[src/rtl/neighbor_fetch.sv]
// neighbor_fetch: upstream feeder for tile_check in the Trax move-validation path.
//
// Accepts a target board cell, reads the cell and its four orthogonal neighbours
// from board RAM (one read per cycle, data returned one cycle later), presents
// the neighbours to tile_check with a one-cycle start pulse, waits (bounded) for
// its answer and returns the legal-tile mask over a valid/ready handshake.
//
// Optional feature macro: NEIGHBOR_FETCH_EMPTY_SHORTCUT_EN
//   When defined, an empty target with four empty neighbours answers the
//   all-legal mask directly after CAP without involving tile_check.
//
// Ports:
//   clock, reset                 clock (rising edge), async active-high reset
//   req_valid/req_ready          request handshake; req_row/req_col target cell
//   mem_rd_en/mem_rd_addr        board RAM read port; mem_rd_data one cycle later
//   up/down/left/right_tile      neighbour codes to tile_check (7 = empty/off-board)
//   start_signal                 one-cycle start pulse to tile_check
//   end_signal, tile_type        tile_check done strobe and legal mask
//   rsp_valid/rsp_ready          response handshake
//   rsp_mask                     legal tile mask
//   rsp_forced                   rsp_mask has exactly one bit set
//   rsp_occupied                 target cell already holds a tile
//   rsp_timeout                  tile_check did not answer in time

module neighbor_fetch #(
    parameter int unsigned BOARD_W = 8,
    parameter int unsigned BOARD_H = 8,
    parameter int unsigned COORD_W = 3,
    parameter int unsigned ADDR_W  = 6,
    parameter int unsigned TIMEOUT = 15
) (
    input  logic               clock,
    input  logic               reset,
    input  logic               req_valid,
    output logic               req_ready,
    input  logic [COORD_W-1:0] req_row,
    input  logic [COORD_W-1:0] req_col,
    output logic               mem_rd_en,
    output logic [ADDR_W-1:0]  mem_rd_addr,
    input  logic [2:0]         mem_rd_data,
    output logic [2:0]         up_tile,
    output logic [2:0]         down_tile,
    output logic [2:0]         left_tile,
    output logic [2:0]         right_tile,
    output logic               start_signal,
    input  logic               end_signal,
    input  logic [5:0]         tile_type,
    output logic               rsp_valid,
    input  logic               rsp_ready,
    output logic [5:0]         rsp_mask,
    output logic               rsp_forced,
    output logic               rsp_occupied,
    output logic               rsp_timeout
);

    localparam int unsigned CNT_W     = $clog2(TIMEOUT + 1);
    localparam logic [2:0]  EMPTY     = 3'd7;
    localparam logic [5:0]  ALL_LEGAL = 6'b111111;

    typedef enum logic [3:0] {
        IDLE,
        RD_SELF,
        RD_UP,
        RD_DOWN,
        RD_LEFT,
        RD_RIGHT,
        CAP,
        START,
        WAIT,
        RESP
    } state_t;

    state_t             state;
    logic [COORD_W-1:0] row_q;
    logic [COORD_W-1:0] col_q;
    logic [2:0]         self_q;
    logic [CNT_W-1:0]   cnt;

    logic               at_top;
    logic               at_bottom;
    logic               at_left;
    logic               at_right;
    logic [2:0]         right_cap;
    logic               nbrs_empty;
    logic               nbrs_empty_cap;

    // Codes 6 and 7 both mean "no tile".
    function automatic logic is_empty(input logic [2:0] code);
        return code >= 3'd6;
    endfunction

    function automatic logic is_onehot(input logic [5:0] m);
        return (m != 6'd0) && ((m & (m - 6'd1)) == 6'd0);
    endfunction

    function automatic logic [ADDR_W-1:0] addr_of(input logic [COORD_W-1:0] r,
                                                   input logic [COORD_W-1:0] c);
        return ADDR_W'(r) * ADDR_W'(BOARD_W) + ADDR_W'(c);
    endfunction

    // Board-edge detection for the latched target.
    always_comb begin
        at_top    = (row_q == '0);
        at_bottom = (row_q == COORD_W'(BOARD_H - 1));
        at_left   = (col_q == '0);
        at_right  = (col_q == COORD_W'(BOARD_W - 1));
    end

    // Right neighbour arrives in CAP; the empty test must see it before it is registered.
    always_comb begin
        right_cap      = at_right ? EMPTY : mem_rd_data;
        nbrs_empty     = is_empty(up_tile) && is_empty(down_tile) &&
                         is_empty(left_tile) && is_empty(right_tile);
        nbrs_empty_cap = is_empty(up_tile) && is_empty(down_tile) &&
                         is_empty(left_tile) && is_empty(right_cap);
    end

    // Control FSM with registered outputs; reads are pipelined with data capture.
    always_ff @(posedge clock or posedge reset) begin
        if (reset) begin
            state        <= IDLE;
            row_q        <= '0;
            col_q        <= '0;
            self_q       <= EMPTY;
            cnt          <= '0;
            req_ready    <= 1'b0;
            mem_rd_en    <= 1'b0;
            mem_rd_addr  <= '0;
            up_tile      <= EMPTY;
            down_tile    <= EMPTY;
            left_tile    <= EMPTY;
            right_tile   <= EMPTY;
            start_signal <= 1'b0;
            rsp_valid    <= 1'b0;
            rsp_mask     <= '0;
            rsp_forced   <= 1'b0;
            rsp_occupied <= 1'b0;
            rsp_timeout  <= 1'b0;
        end else begin
            mem_rd_en    <= 1'b0;
            start_signal <= 1'b0;
            case (state)
                IDLE: begin
                    req_ready <= 1'b1;
                    if (req_valid && req_ready) begin
                        row_q       <= req_row;
                        col_q       <= req_col;
                        req_ready   <= 1'b0;
                        mem_rd_en   <= 1'b1;
                        mem_rd_addr <= addr_of(req_row, req_col);
                        state       <= RD_SELF;
                    end
                end
                RD_SELF: begin
                    if (!at_top) begin
                        mem_rd_en   <= 1'b1;
                        mem_rd_addr <= addr_of(row_q - COORD_W'(1), col_q);
                    end
                    state <= RD_UP;
                end
                RD_UP: begin
                    self_q <= mem_rd_data;
                    if (!at_bottom) begin
                        mem_rd_en   <= 1'b1;
                        mem_rd_addr <= addr_of(row_q + COORD_W'(1), col_q);
                    end
                    state <= RD_DOWN;
                end
                RD_DOWN: begin
                    up_tile <= at_top ? EMPTY : mem_rd_data;
                    if (!at_left) begin
                        mem_rd_en   <= 1'b1;
                        mem_rd_addr <= addr_of(row_q, col_q - COORD_W'(1));
                    end
                    state <= RD_LEFT;
                end
                RD_LEFT: begin
                    down_tile <= at_bottom ? EMPTY : mem_rd_data;
                    if (!at_right) begin
                        mem_rd_en   <= 1'b1;
                        mem_rd_addr <= addr_of(row_q, col_q + COORD_W'(1));
                    end
                    state <= RD_RIGHT;
                end
                RD_RIGHT: begin
                    left_tile <= at_left ? EMPTY : mem_rd_data;
                    state     <= CAP;
                end
                CAP: begin
                    right_tile <= right_cap;
                    if (!is_empty(self_q)) begin
                        // Target already occupied: no placement possible.
                        rsp_valid    <= 1'b1;
                        rsp_mask     <= '0;
                        rsp_forced   <= 1'b0;
                        rsp_occupied <= 1'b1;
                        rsp_timeout  <= 1'b0;
                        state        <= RESP;
`ifdef NEIGHBOR_FETCH_EMPTY_SHORTCUT_EN
                    end else if (nbrs_empty_cap) begin
                        // Isolated empty cell: every tile is legal.
                        rsp_valid    <= 1'b1;
                        rsp_mask     <= ALL_LEGAL;
                        rsp_forced   <= 1'b0;
                        rsp_occupied <= 1'b0;
                        rsp_timeout  <= 1'b0;
                        state        <= RESP;
`endif
                    end else begin
                        start_signal <= 1'b1;
                        state        <= START;
                    end
                end
                START: begin
                    // end_signal during the start cycle is deliberately ignored.
                    cnt   <= '0;
                    state <= WAIT;
                end
                WAIT: begin
                    if (end_signal) begin
                        rsp_valid    <= 1'b1;
                        rsp_mask     <= tile_type;
                        rsp_forced   <= is_onehot(tile_type);
                        rsp_occupied <= 1'b0;
                        rsp_timeout  <= 1'b0;
                        state        <= RESP;
                    end else if (cnt == CNT_W'(TIMEOUT - 1)) begin
                        // A silent checker with no constraining neighbours still means all-legal.
                        rsp_valid    <= 1'b1;
                        rsp_mask     <= nbrs_empty ? ALL_LEGAL : 6'd0;
                        rsp_forced   <= 1'b0;
                        rsp_occupied <= 1'b0;
                        rsp_timeout  <= !nbrs_empty;
                        state        <= RESP;
                    end else begin
                        cnt <= cnt + CNT_W'(1);
                    end
                end
                RESP: begin
                    if (rsp_ready) begin
                        rsp_valid <= 1'b0;
                        req_ready <= 1'b1;
                        state     <= IDLE;
                    end
                end
                default: begin
                    state <= IDLE;
                end
            endcase
        end
    end

endmodule
[config.mk]
export PLATFORM = sky130hd
export DESIGN_NAME = neighbor_fetch
export DESIGN_NICKNAME = d
export VERILOG_FILES = /design/src/rtl/neighbor_fetch.sv
export SDC_FILE = /design/constraint.sdc
export NUM_CORES = 1
export LEC_CHECK = 0
export BUFFER_PORTS_ARGS = -buffer_cell sky130_fd_sc_hd__buf_2
export CORE_MARGIN = 2
export CORE_UTILIZATION = 55
export CTS_CLUSTER_SIZE = 25
export DETAILED_ROUTE_END_ITERATION = 16
export PLACE_DENSITY = 0.79
export SYNTH_ARGS = -nofsm -noshare
export SYNTH_HDL_FRONTEND = slang
export SYNTH_SLANG_ARGS = --single-unit
[constraint.sdc]
create_clock -name clock -period 2.4 [get_ports clock]
set_clock_uncertainty 0.15 [all_clocks]
set_input_delay 0.48 -clock clock [delete_from_list [all_inputs] [get_ports clock]]
set_output_delay 0.48 -clock clock [all_outputs]
set_load 0.02 [all_outputs]
Word level (Yosys, flattened, before mapping)
Cells that the tools add are included.
{ "word_totals": {"wordCells": 129, "reg_bits": 48, "inputBits": 20, "out_inout_bits": 31} }
{ "op_classes": {"eq_ne": 22, "muxes": 49, "reduce_logical": 23, "add_sub_neg": 11, "magnitude_cmp": 5, "bitwise": 1} }
{ "ops": {"columns": ["operator", "count"], "rows": [
  ["2-to-1 mux 6 bit", 9],
  ["case mux 4 bit (10 select lines)", 1],
  ["adder 6 x 3 -> 6 bit", 5],
  ["case mux 6 bit (5 select lines)", 1],
  ["2-to-1 mux 4 bit", 7],
  ["2-to-1 mux 1 bit", 19],
  ["!= test 2 bit, second input constant", 9],
  ["== test 4 x 3 -> 1 bit, second input constant", 4],
  ["greater-or-equal comparator 3 bit, second input constant", 5],
  ["== test 4 bit, second input constant", 3],
  ["2-to-1 mux 3 bit", 4],
  ["case mux 6 bit (2 select lines)", 1],
  ["AND reduction 3 bit", 3],
  ["== test 4 x 2 -> 1 bit, second input constant", 2],
  ["case mux 1 bit (2 select lines)", 4],
  ["case mux 4 bit (2 select lines)", 1],
  ["adder 3 x 1 -> 3 bit, second input constant", 2],
  ["AND 6 bit", 1],
  ["== test 3 bit, second input constant", 2],
  ["logical NOT 3 bit", 2],
  ["logical NOT 6 bit", 1],
  ["AND reduction 6 bit", 1],
  ["nonzero test 2 bit", 3],
  ["nonzero test 6 bit", 1],
  ["other kinds (14)", 20]
]} }

Depth between registers and ports, before layout
Gate-level depths: netlist (run 1).
{ "logic_depth": {"depth_word": 8, "ltp_mapped": 7, "mapped_depth_nobuf": 6} }

Least setup slack after synthesis (run 1)
No wires, ideal clock.
{ "synth_path": {"path_kind": "register to register", "startpoint": "register state[1]", "endpoint": "register mem_rd_addr[2]", "synth_period_minus_slack_ns": 2.156, "path_slack_ns": 0.244, "path_buffers": 1, "required_time_ns": 2.119, "setup_time_ns": 0.131, "path_stages_with_launch": 8, "t_arrival_ns": 1.875, "path_cell_list": "dfrtp_1 buf_4 nor4b_4 fa_1 nor3_1 mux2_2 a221oi_1 a31oi_1"} }
{ "synth_between": {"elab_chain_len": 3, "elab_cells_between_ends": 13, "cone_classes": "9 x eq/ne; 1 x mux; 3 x reduce/logical"} }
{ "synth_lines": {"columns": ["item", "line", "rtl"], "rows": [
  ["from (decl)", "73", "state_t state;"],
  ["from (signal assigned)", "121", "state <= IDLE;"],
  ["from (signal assigned)", "151", "state <= RD_SELF;"],
  ["from (signal assigned)", "159", "state <= RD_UP;"],
  ["== test 4 x 3 -> 1 bit (tied with other cells)", "142", "case (state)"],
  ["nonzero test 5 bit (no source line) or != test 2 bit (tied branches)", null, null],
  ["AND reduction 6 bit (no source line)", null, null],
  ["to (signal assigned)", "150", "mem_rd_addr <= addr_of(req_row, req_col);"],
  ["to (signal assigned)", "157", "mem_rd_addr <= addr_of(row_q - COORD_W'(1), col_q);"],
  ["to (signal assigned)", "165", "mem_rd_addr <= addr_of(row_q + COORD_W'(1), col_q);"],
  ["to (decl)", "39", "output logic [ADDR_W-1:0] mem_rd_addr,"]
]} }
Several ways; a longest one is shown, not always the timed one.
A chain may end at the register's enable or synchronous reset.

Worst setup path in the final report (run 1)
{ "layout_path": {"startpoint": "register state[2]", "endpoint": "register mem_rd_addr[4]"} }
The elaborated chain is that of the path after synthesis.

==> metrics, run 1 <==
status finished clean; Synth Instances 266; crit-path cells nor4b_2 -> fa_1 -> nor4_1 -> o21ai_0 -> o2111ai_1 -> mux2_4; row count 25; synth warn 0; Starting Density 0.575; CTS sink cnt 47; vias in the first global route 2126; Synth top area share 0.300; list of most frequent post-synthesis cells 33 x dfrtp_1, 24 x nand2_1, 15 x o21ai_0; number of buffers added on ports 50; WP data arrival 2.35 ns; delay-heaviest family, CP simple AND/OR/NAND/NOR gates; # IOs 51; die height 74.7 µm; Synth cell types 60; r2r endpoint mem_rd_addr[4]; routed vias/inst 5.86; Critical R2R Launch state[2]; Total Wirelength 6040 µm; worst min-delay path class in -> async; initial antenna violation count 0; CTS buffer count 5; power per cell area between 1000 and 1500 nW/µm²; H-tree depth 2; Avg Inst Size Synth 10.3 µm²; Syn-to-layout area delta 16.7%; Clock Pin Slew Worst Setup and Hold Paths 0.09 ns; post-CTS setup buffer count 0; largest net degree at the start of global routing 28; Syn Std Cell Area between 2000 and 3000 µm²; WP buf/inv 0; Post-synth ARST share 1.00; VDD IR max a little under 900 µV; slowest CP cell dfrtp_1; root buf cell clkbuf_8; Crit. End Element flop; max cap viols 0; Synth Flop Type dfrtp_1; post-place setup slack 0.000610 ns; Routed WL per cell between 15 and 20 µm; most frequent cell after synthesis dfrtp_1; final setup vio count 0; Hold Buf Count CTS 0; Crit Path Class reg -> reg; Die Area 5580 µm²; Filler Cell Count 399; unrepaired setup endpoints after global routing no; First-pass DRT Iterations 4; #FFs+latches synth 47; Lkg Pwr 1.43 nW; fin crit share 0.945; synthesized net count 290; worst slew pin tran 0.588 ns; Max transition margin 0.608; Chip Width 74.7 µm; ANT cells 0; CP required ~2.5 ns; CP Max Fanout 11; first-pass GRT wire length between 10000 and 15000 µm; Detail Placement HPWL 4550 µm; Hold WS between 0.06 and 0.07 ns; fin worst setup slack 0.131 ns; Final TNS setup 0 ns; Worst setup SP type flop; fin crit period 2.27 ns; worst stage delay on the critical path between 0.5 and 0.6 ns; via count between 2000 and 2500; total gr overflow 0; sequential area share after synthesis 0.434; Total GRT Usage 0.234; worst r2r path cells 6; layout cells sized above 1 0.359; Iter 0 DRT Violations between 80 and 90; f_max 0.441 GHz; routability congestion estimate 0.937; Slew Viols, Final 0; fin nets 346; Post-synth EDFFs 0; CTS tree done; core area roughly 4800 µm²; Skew-Pair Late Insertion Delay about 0.30 ns; DRT antenna net count 0; R2R setup slack between 0.1 and 0.15 ns; area leader, netlist dfrtp_1; ranking of synthesized cells by area dfrtp_1 30%, dfstp_2 13%, o22a_1 3.8%; worst-case clock buffer depth 2; drt drc 0; Hold Violations, Final 0
## layout by cell type, fill, tap and decap left out, drive strengths merged, types with 4 or more instances in the layout
cell    instances
buf            65
dfrtp          33
nand2          25
o21ai          19
nor2           14
dfstp          14
mux2           14
nor2b          12
o22a           12
inv            11
nand2b          8
o31ai           8
clkbuf          7
nor3            6
nor4b           5
nand3           4
and3            4
## per-stage QoR
| step | cells | total power [mW] | utilization | instance area [µm²] |
|---|---|---|---|---|
| 6_report | 390 | 4.59 | 0.671 | 3210 |
| 5_1_grt | 390 | 4.93 | 0.671 | 3210 |
| 4_1_cts | 390 | 4.59 | 0.671 | 3210 |
| 3_5_place_dp | 382 | 4.11 | 0.654 | 3130 |
| 3_3_place_gp | 382 | 4.03 | 0.654 | 3130 |
| 2_1_floorplan | 266 | 3.45 | - | 2750 |
## cell type report
type / instances / area [µm²] / area share
Multi-Input combinational cell: 192 / 1420 / 0.443
Sequential cell: 47 / 1190 / 0.372
Timing Repair Buffer: 65 / 388 / 0.121
Tap cell: 67 / 83.8 / 0.0261
Clock buffer: 7 / 76.3 / 0.0238
Inverter: 11 / 41.3 / 0.0129
Clock inverter: 1 / 5.00 / 0.00156
## routing by layer
layer / vias to the layer above / wire, µm / global-route usage
met3: 11 / 353 / 0.0388
met1: 1095 / 2770 / 0.331
met5: - / 0 / 0
met4: 0 / 97 / 0.0774
met2: 83 / 2820 / 0.371
li1: 1096 / - / -
## registers in the layout, indices dropped and copies added (netlist names), 2 cells and up
register     count
row_q            3
cnt              4
col_q            3
self_q           2
down_tile        3
up_tile          3
state            4
left_tile        3
rsp_mask         6
mem_rd_addr      6
right_tile       3
## power by group
part / internal, mW / leakage, nW / total (mW) / switching, mW
Combinational: 1.19 / 0.820 / 2.56 / 1.37
Sequential: 1.23 / 0.564 / 1.57 / 0.342
Clock: 0.205 / 0.0422 / 0.455 / 0.250
## timing repair
action	4_1_cts	5_1_grt
setup endpoints to repair	4	5
pin swaps	0	0
gates resized for setup	1	1
## how the worst max path moves through the flow
stage / startpoint / endpoint / slack, ns / cells past startpoint
after floorplan: state[1] / mem_rd_addr[2] / 0.24 / 7
after detailed placement: state[0] / mem_rd_addr[0] / 0.0006 / 5
after global placement: state[0] / mem_rd_addr[0] / 0.09 / 5
final: state[2] / mem_rd_addr[4] / 0.13 / 6
after CTS: state[0] / mem_rd_addr[4] / 0.06 / 5
after global routing: state[2] / mem_rd_addr[2] / 0.02 / 6
## worst reg2reg max path: stages (launching register included)
cell and delay (ns):
dfrtp_1 0.53, nor4b_2 0.41, fa_1 0.50, nor4_1 0.21, o21ai_0 0.11, o2111ai_1 0.13
mux2_4 0.18
## kinds of logic (layout without fill, tap and decap cells)
family	after synthesis	count (layout)	synth area share
AOI/OAI and AO/OA	69	69	0.187
xor gates and xnor gates	3	3	0.00955
adders and majority gates	5	5	0.0273
buffers and inverters	27	84	0.0496
DFF	47	47	0.434
muxes	16	16	0.0714
and+or+nand+nor	99	99	0.221
Note: power is estimated with default switching activity, not from simulation.
==> run 2: changes to the inputs <==
--- a/config.mk
+++ b/config.mk
@@ -5,12 +5,13 @@
 export SDC_FILE = /design/constraint.sdc
 export NUM_CORES = 1
 export LEC_CHECK = 0
+export ABC_AREA = 1
 export BUFFER_PORTS_ARGS = -buffer_cell sky130_fd_sc_hd__buf_2
 export CORE_MARGIN = 2
 export CORE_UTILIZATION = 55
 export CTS_CLUSTER_SIZE = 25
 export DETAILED_ROUTE_END_ITERATION = 16
-export PLACE_DENSITY = 0.79
+export PLACE_DENSITY = 0.8
 export SYNTH_ARGS = -nofsm -noshare
 export SYNTH_HDL_FRONTEND = slang
 export SYNTH_SLANG_ARGS = --single-unit
==> run 2 against run 1 <==
Against the previous run: final area is 7.8% lower; sequential power fell by 9%; routed wire length shrank 10%; power decreased by 14%; first-iteration DRC count up 12%; combinational power is 19% lower.
==> metrics, run 2 <==
status finished clean (unchanged); GR peak layer met2 (unchanged); Worst setup SP type flop (unchanged); first-pass GRT wire length 9160 µm (was 10000 µm); r2r endpoint mem_rd_addr[5] (was mem_rd_addr[4]); final setup vio count 0 (unchanged); WP data arrival 2.09 ns (was 2.35 ns); Synth Flop Type dfrtp_1 (unchanged); Comb power frac 0.525 (was 0.559); Skew-Pair Late Insertion Delay 0.29 ns (was 0.30 ns); Detail Placement HPWL 4190 µm (was 4550 µm); crit-path cells nor2_4 -> nand2_2 -> inv_1 -> fa_1 -> inv_1 -> nand2_1 -> nand2_1 -> nand2_1 -> nand2_1 -> nand2_1 -> inv_1 -> nand2_1 -> nand2_1 -> nand2_1 (was nor4b_2 -> fa_1 -> nor4_1 -> o21ai_0 -> o2111ai_1 -> mux2_4); area leader, netlist dfrtp_1 (unchanged); Synth cell types 28 (was 60); number of buffers added on ports 50 (unchanged); vias in the first global route 2125 (was 2126); worst stage delay on the critical path 0.53 ns (about the same); fin nets 407 (was 346); Post-synth ARST share 1.00 (unchanged); Starting Density 0.581 (was 0.575); Post-synth EDFFs 0 (unchanged); routability congestion estimate 0.927 (was 0.937); sequential area share after synthesis 0.465 (was 0.434); ranking of synthesized cells by area dfrtp_1 32%, nand2_1 17%, dfstp_2 14% (was dfrtp_1 30%, dfstp_2 13%, o22a_1 3.8%); design area 2960 µm² (was 3210 µm²); post-synthesis xor/xnor area fraction 0.00683 (was 0.00955); layout cells sized above 1 0.268 (was 0.359); Clock Power Share 0.115 (was 0.099); adder-cell share of the synthesized area 0.0254 (was 0.0273); Final TNS setup 0 ns (unchanged); most common cell after layout, fill and taps aside nand2_1 (was buf_2); Max transition margin 0.492 (was 0.608); WP depth 14 (was 6); row count 24 (was 25); ANT cells 0 (unchanged); non-filler cells, final 436 (was 390); CTS buffer count 5 (unchanged); slowest CP cell dfrtp_1 (unchanged); fin crit period 2.05 ns (was 2.27 ns); CTS tree done (unchanged); worst-case clock buffer depth 2 (unchanged); max cap viols 0 (unchanged); sequential group share of total power 0.360 (was 0.342); Syn-to-layout area delta 15.5% (was 16.7%); DRT antenna net count 0 (unchanged); dpl cell area 2880 µm² (was 3130 µm²); unrepaired setup endpoints after global routing no (unchanged); Crit Path Class reg -> reg (unchanged); initial antenna violation count 0 (unchanged); H-tree depth 2 (unchanged); synth warn 0 (unchanged); Die Area 5230 µm² (was 5580 µm²); Synth Area in Compound Gates 0.102 (was 0.187); Critical R2R Launch state[2] (unchanged); die height 72.3 µm (was 74.7 µm); worst min-delay path class in -> async (unchanged); Crit. End Element flop (unchanged); Switch Pwr 1.88 mW (was 1.96 mW); core area 4410 µm² (was 4790 µm²); Avg Inst Size Synth 7.85 µm² (was 10.3 µm²); f_max 0.488 GHz (was 0.441 GHz); Synth Instances 327 (was 266); M2 GR Usage 0.367 (was 0.371); CTS resizes 0 (was 1); Hold Violations, Final 0 (unchanged); R2R setup slack 0.35 ns (was 0.13 ns); largest net degree at the start of global routing 28 (unchanged); worst slew pin tran 0.758 ns (was 0.588 ns); biggest registers after layout mem_rd_addr: 6 flops, rsp_mask: 6 flops (unchanged); via count 2230 (was 2285); Iter 0 DRT Violations 96 (was 86); Routed WL per cell 12.4 µm (was 15.5 µm); Clock Pin Slew Worst Setup and Hold Paths 0.08 ns (was 0.09 ns); met1 usage 0.302 (was 0.331); crit path to mem_rd_addr[5] (was mem_rd_addr[4]); placed cells 428 (was 382); total gr overflow 0 (unchanged); routed vias/inst 5.11 (was 5.86); met3 Use GR 0.0306 (was 0.0388); root buf cell clkbuf_8 (unchanged); largest family of logic cells by synthesized area simple AND/OR/NAND/NOR gates (unchanged); P_int 2.09 mW (was 2.63 mW); fin crit share 0.854 (was 0.945); most frequent cells in the layout 119 x nand2_1, 50 x buf_2, 33 x dfrtp_1, 31 x inv_1, 23 x nor2_1 (was 50 x buf_2, 32 x dfrtp_1, 24 x nand2_1, 15 x o21ai_0); Syn Std Cell Area 2570 µm² (was 2750 µm²); First-pass DRT Iterations 4 (unchanged); drt drc 0 (unchanged); CP required 2.44 ns (was 2.49 ns); Synth top area share 0.322 (was 0.300); Slew Viols, Final 0 (unchanged); #FFs+latches synth 47 (unchanged); worst r2r path cells 14 (was 6); most frequent cell after synthesis nand2_1 (was dfrtp_1); # IOs 51 (unchanged); most used cell, CP nand2_1; Hold Buf Count CTS 0 (unchanged); VDD IR max 793 µV (was 880 µV); power per cell area 1340 nW/µm² (was 1430 nW/µm²); CP Launch Point state[2] (unchanged); delay-heaviest family, CP simple AND/OR/NAND/NOR gates (unchanged); synthesized net count 351 (was 290); Lkg Pwr 1.58 nW (was 1.43 nW); Total GRT Usage 0.222 (was 0.234); Total Wirelength 5410 µm (was 6040 µm); Synth Area in Simple Gates 0.334 (was 0.221); CP Max Fanout 9 (was 11); CTS sink cnt 47 (unchanged); mux cell area share after synthesis 0 (was 0.0714); Chip Width 72.3 µm (was 74.7 µm); fin util 0.671 (about the same); list of most frequent post-synthesis cells 119 x nand2_1, 33 x dfrtp_1, 32 x inv_1 (was 33 x dfrtp_1, 24 x nand2_1, 15 x o21ai_0); Sw Ratio 0.474 (was 0.428); WP buf/inv 3 (was 0); post-CTS setup buffer count 0 (unchanged)
run 2: cell families (layout without fill, tap and decap cells):
group,Yosys count,after routing
xor gates and xnor gates,2,2
adders and majority gates,4,4
buffers and inverters,41,98
and+or+nand+nor,189,189
AOI/OAI and AO/OA,44,44
DFF,47,47
run 2: worst register-to-register path: cells and delay by family, from the launching register on:
kind / cells / cell delay, ns
flip-flops: 1 / 0.53
adder cells (fa/ha/maj): 1 / 0.40
buffers and inverters: 3 / 0.20
AND/OR/NAND/NOR: 10 / 0.66
run 2: worst min-delay path by stage:
stage	from	to	cells after the start
final	reset	start_signal	2
after global routing	reset	state[2]	2
after CTS	reset	state[2]	2
after detailed placement	rsp_occupied	rsp_occupied	2
after global placement	up_tile[0]	up_tile[0]	2
after floorplan	self_q[1]	self_q[1]	2
run 2: power by group through the flow:
stage | Clock, mW | Combinational (mW) | Sequential (mW)
3_3_place_gp | 0 | 2.05 | 1.43
3_5_place_dp | 0 | 2.10 | 1.44
4_1_cts | 0.472 | 2.10 | 1.42
2_1_floorplan | 0 | 1.32 | 1.66
5_1_grt | 0.489 | 2.37 | 1.47
6_report | 0.456 | 2.08 | 1.43
run 2: area by class of cell:
cell class | count | area (µm²)
clock buffers | 7 | 76.3
multi-input cells | 239 | 1200
flip-flops and latches | 47 | 1190
clock inverters | 1 | 5.00
inverters | 38 | 143
well taps | 52 | 65.1
fillers | 392 | 1450
repair buffers | 52 | 278
run 2: through the flow:
step	power [mW]	hold slack, ns	worst slack (ns)
5_1_grt	4.33	0.108	0.167
3_3_place_gp	3.48	0.306	0.442
2_1_floorplan	2.99	0.319	0.511
4_1_cts	4.00	0.0762	0.343
6_report	3.97	0.0701	0.351
3_5_place_dp	3.53	0.303	0.354
run 2: layer usage:
metal  share of wire  wire length (µm)
met4          0.0089                48
met5               0                 0
met2            0.49              2630
met3           0.050               270
met1            0.46              2470
==> run 3: changes to the inputs <==
--- a/config.mk
+++ b/config.mk
@@ -5,13 +5,12 @@
 export SDC_FILE = /design/constraint.sdc
 export NUM_CORES = 1
 export LEC_CHECK = 0
-export ABC_AREA = 1
 export BUFFER_PORTS_ARGS = -buffer_cell sky130_fd_sc_hd__buf_2
 export CORE_MARGIN = 2
 export CORE_UTILIZATION = 55
 export CTS_CLUSTER_SIZE = 25
 export DETAILED_ROUTE_END_ITERATION = 16
-export PLACE_DENSITY = 0.8
+export PLACE_DENSITY_LB_ADDON = 0.08
 export SYNTH_ARGS = -nofsm -noshare
 export SYNTH_HDL_FRONTEND = slang
 export SYNTH_SLANG_ARGS = --single-unit
==> run 3 against run 2 <==
Against the previous run: die area up 6.8%; sequential cell count unchanged; non-clock buffer count up 14; critical path depth down 9; combinational power up 24%; sequential share of layout area down 3.3 points; cell count down 10%; critical endpoint is now mem_rd_addr[3]; highest routed layer unchanged.
==> metrics, run 3 (synthesis results as in run 1) <==
CTS sink cnt 47 (unchanged); most common cell after layout, fill and taps aside buf_2 (was nand2_1); register area 1190 µm² (about the same); routability congestion estimate 0.896 (was 0.927); Clock Pin Slew Worst Setup and Hold Paths 0.09 ns (was 0.08 ns); CTS tree done (unchanged); Slew Viols, Final 0 (unchanged); routed vias/inst 5.82 (was 5.11); Hold Violations, Final 0 (unchanged); vias in the first global route 2114 (was 2125); dpl cell area 3110 µm² (was 2880 µm²); Detail Placement HPWL 4770 µm (was 4190 µm); initial antenna violation count 0 (unchanged); ANT cells 0 (unchanged); Chip Width 74.7 µm (was 72.3 µm); Hold Buf Count CTS 0 (unchanged); row count 25 (was 24); Die Area 5580 µm² (was 5230 µm²); CTS resizes 0 (unchanged); # IOs 51 (unchanged); fin nets 347 (was 407); Worst setup SP type flop (unchanged); unrepaired setup endpoints after global routing no (unchanged); Lkg Pwr 1.44 nW (was 1.58 nW); largest net degree at the start of global routing 31 (was 28); max cap viols 0 (unchanged); R2R setup slack 0.15 ns (was 0.35 ns); Total Wirelength 6410 µm (was 5410 µm); r2r endpoint mem_rd_addr[3] (was mem_rd_addr[5]); drt drc 0 (unchanged); total gr overflow 0 (unchanged); fin crit period 2.25 ns (was 2.05 ns); die height 74.7 µm (was 72.3 µm); Syn-to-layout area delta 17.4% (was 15.5%); Iter 0 DRT Violations 133 (was 96); Filler Cell Count 395 (was 392); design area 3230 µm² (was 2960 µm²); CP Max Fanout 26 (was 9); final setup vio count 0 (unchanged); VDD IR max 853 µV (was 793 µV); Crit. End Element flop (unchanged); fin util 0.675 (was 0.671); power per cell area 1460 nW/µm² (was 1340 nW/µm²); first-pass GRT wire length 10400 µm (was 9160 µm); Max transition margin 0.565 (was 0.492); most frequent cells in the layout 50 x buf_2, 32 x dfrtp_1, 24 x nand2_1, 15 x o21ai_0, 15 x buf_4 (was 119 x nand2_1, 50 x buf_2, 33 x dfrtp_1, 31 x inv_1, 23 x nor2_1); total power 4.71 mW (was 3.97 mW); worst-case clock buffer depth 2 (unchanged); Critical R2R Launch state[1] (was state[2]); core area 4790 µm² (was 4410 µm²); Starting Density 0.575 (was 0.581); Skew-Pair Late Insertion Delay 0.31 ns (was 0.29 ns); worst slew pin tran 0.652 ns (was 0.758 ns); worst min-delay path class in -> async (unchanged); status finished clean (unchanged); DRT antenna net count 0 (unchanged); H-tree depth 2 (unchanged); Hold WS 0.0968 ns (was 0.0701 ns); number of buffers added on ports 50 (unchanged); Routed WL per cell 16.4 µm (was 12.4 µm); biggest registers after layout mem_rd_addr: 6 flops, rsp_mask: 6 flops (unchanged); layout cells sized above 1 0.364 (was 0.268); fin crit share 0.936 (was 0.854); Crit Path Class reg -> reg (unchanged); root buf cell clkbuf_8 (unchanged); WP data arrival 2.29 ns (was 2.09 ns); Final TNS setup 0 ns (unchanged); CP required 2.44 ns (about the same); via count 2276 (was 2230); f_max 0.445 GHz (was 0.488 GHz); area of the multi-input gates 1430 µm² (was 1200 µm²); CTS buffer count 5 (unchanged); First-pass DRT Iterations 4 (unchanged); Total GRT Usage 0.245 (was 0.222); worst r2r path cells 5 (was 14); post-CTS setup buffer count 0 (unchanged)
==> run 3: metrics by stage <==
stage,instances,setup slack (ns)
after floorplan,266,0.244
after global placement,383,0.131
after detailed placement,383,0.0260
after CTS,391,0.0109
after global routing,391,0.0685
final,391,0.154
==> run 3: report_power, final <==
part	total, mW	switching (mW)	leakage (nW)	internal (mW)
combinational	2.57	1.38	0.823	1.20
clock	0.547	0.277	0.0539	0.270
sequential	1.59	0.360	0.564	1.23
==> run 3: critical path, cell delays in order (launching register included) <==
cell and delay, ns:
dfrtp_1 0.52, buf_6 0.26, nor2b_1 0.10, a2111oi_2 0.39
and3_2 0.38, mux2_4 0.33
==> run 3: how the worst max path moves through the flow <==
stage / cells after the start / slack [ns] / end / from
3_3_place_gp: 5 / 0.13 / mem_rd_addr[3] / state[0]
2_1_floorplan: 7 / 0.24 / mem_rd_addr[2] / state[1]
5_1_grt: 5 / 0.07 / mem_rd_addr[3] / state[1]
3_5_place_dp: 5 / 0.03 / mem_rd_addr[3] / state[0]
4_1_cts: 5 / 0.01 / mem_rd_addr[3] / state[0]
6_report: 5 / 0.15 / mem_rd_addr[3] / state[1]
==> run 3: metal layers <==
metal | global-route usage | up-vias | part of all wire
met5 | 0 | - | 0
met4 | 0.0675 | 0 | 0.013
met3 | 0.0455 | 8 | 0.044
met2 | 0.397 | 57 | 0.48
met1 | 0.338 | 1118 | 0.46
li1 | - | 1093 | -
==> run 3: area by class of cell <==
cell class                      count  share of cell area
Clock buffer                        7              0.0302
Clock inverter                      1             0.00194
Inverter                           11              0.0128
Multi-Input combinational cell    192               0.443
Sequential cell                    47               0.370
Tap cell                           67              0.0260
Timing Repair Buffer               66               0.116
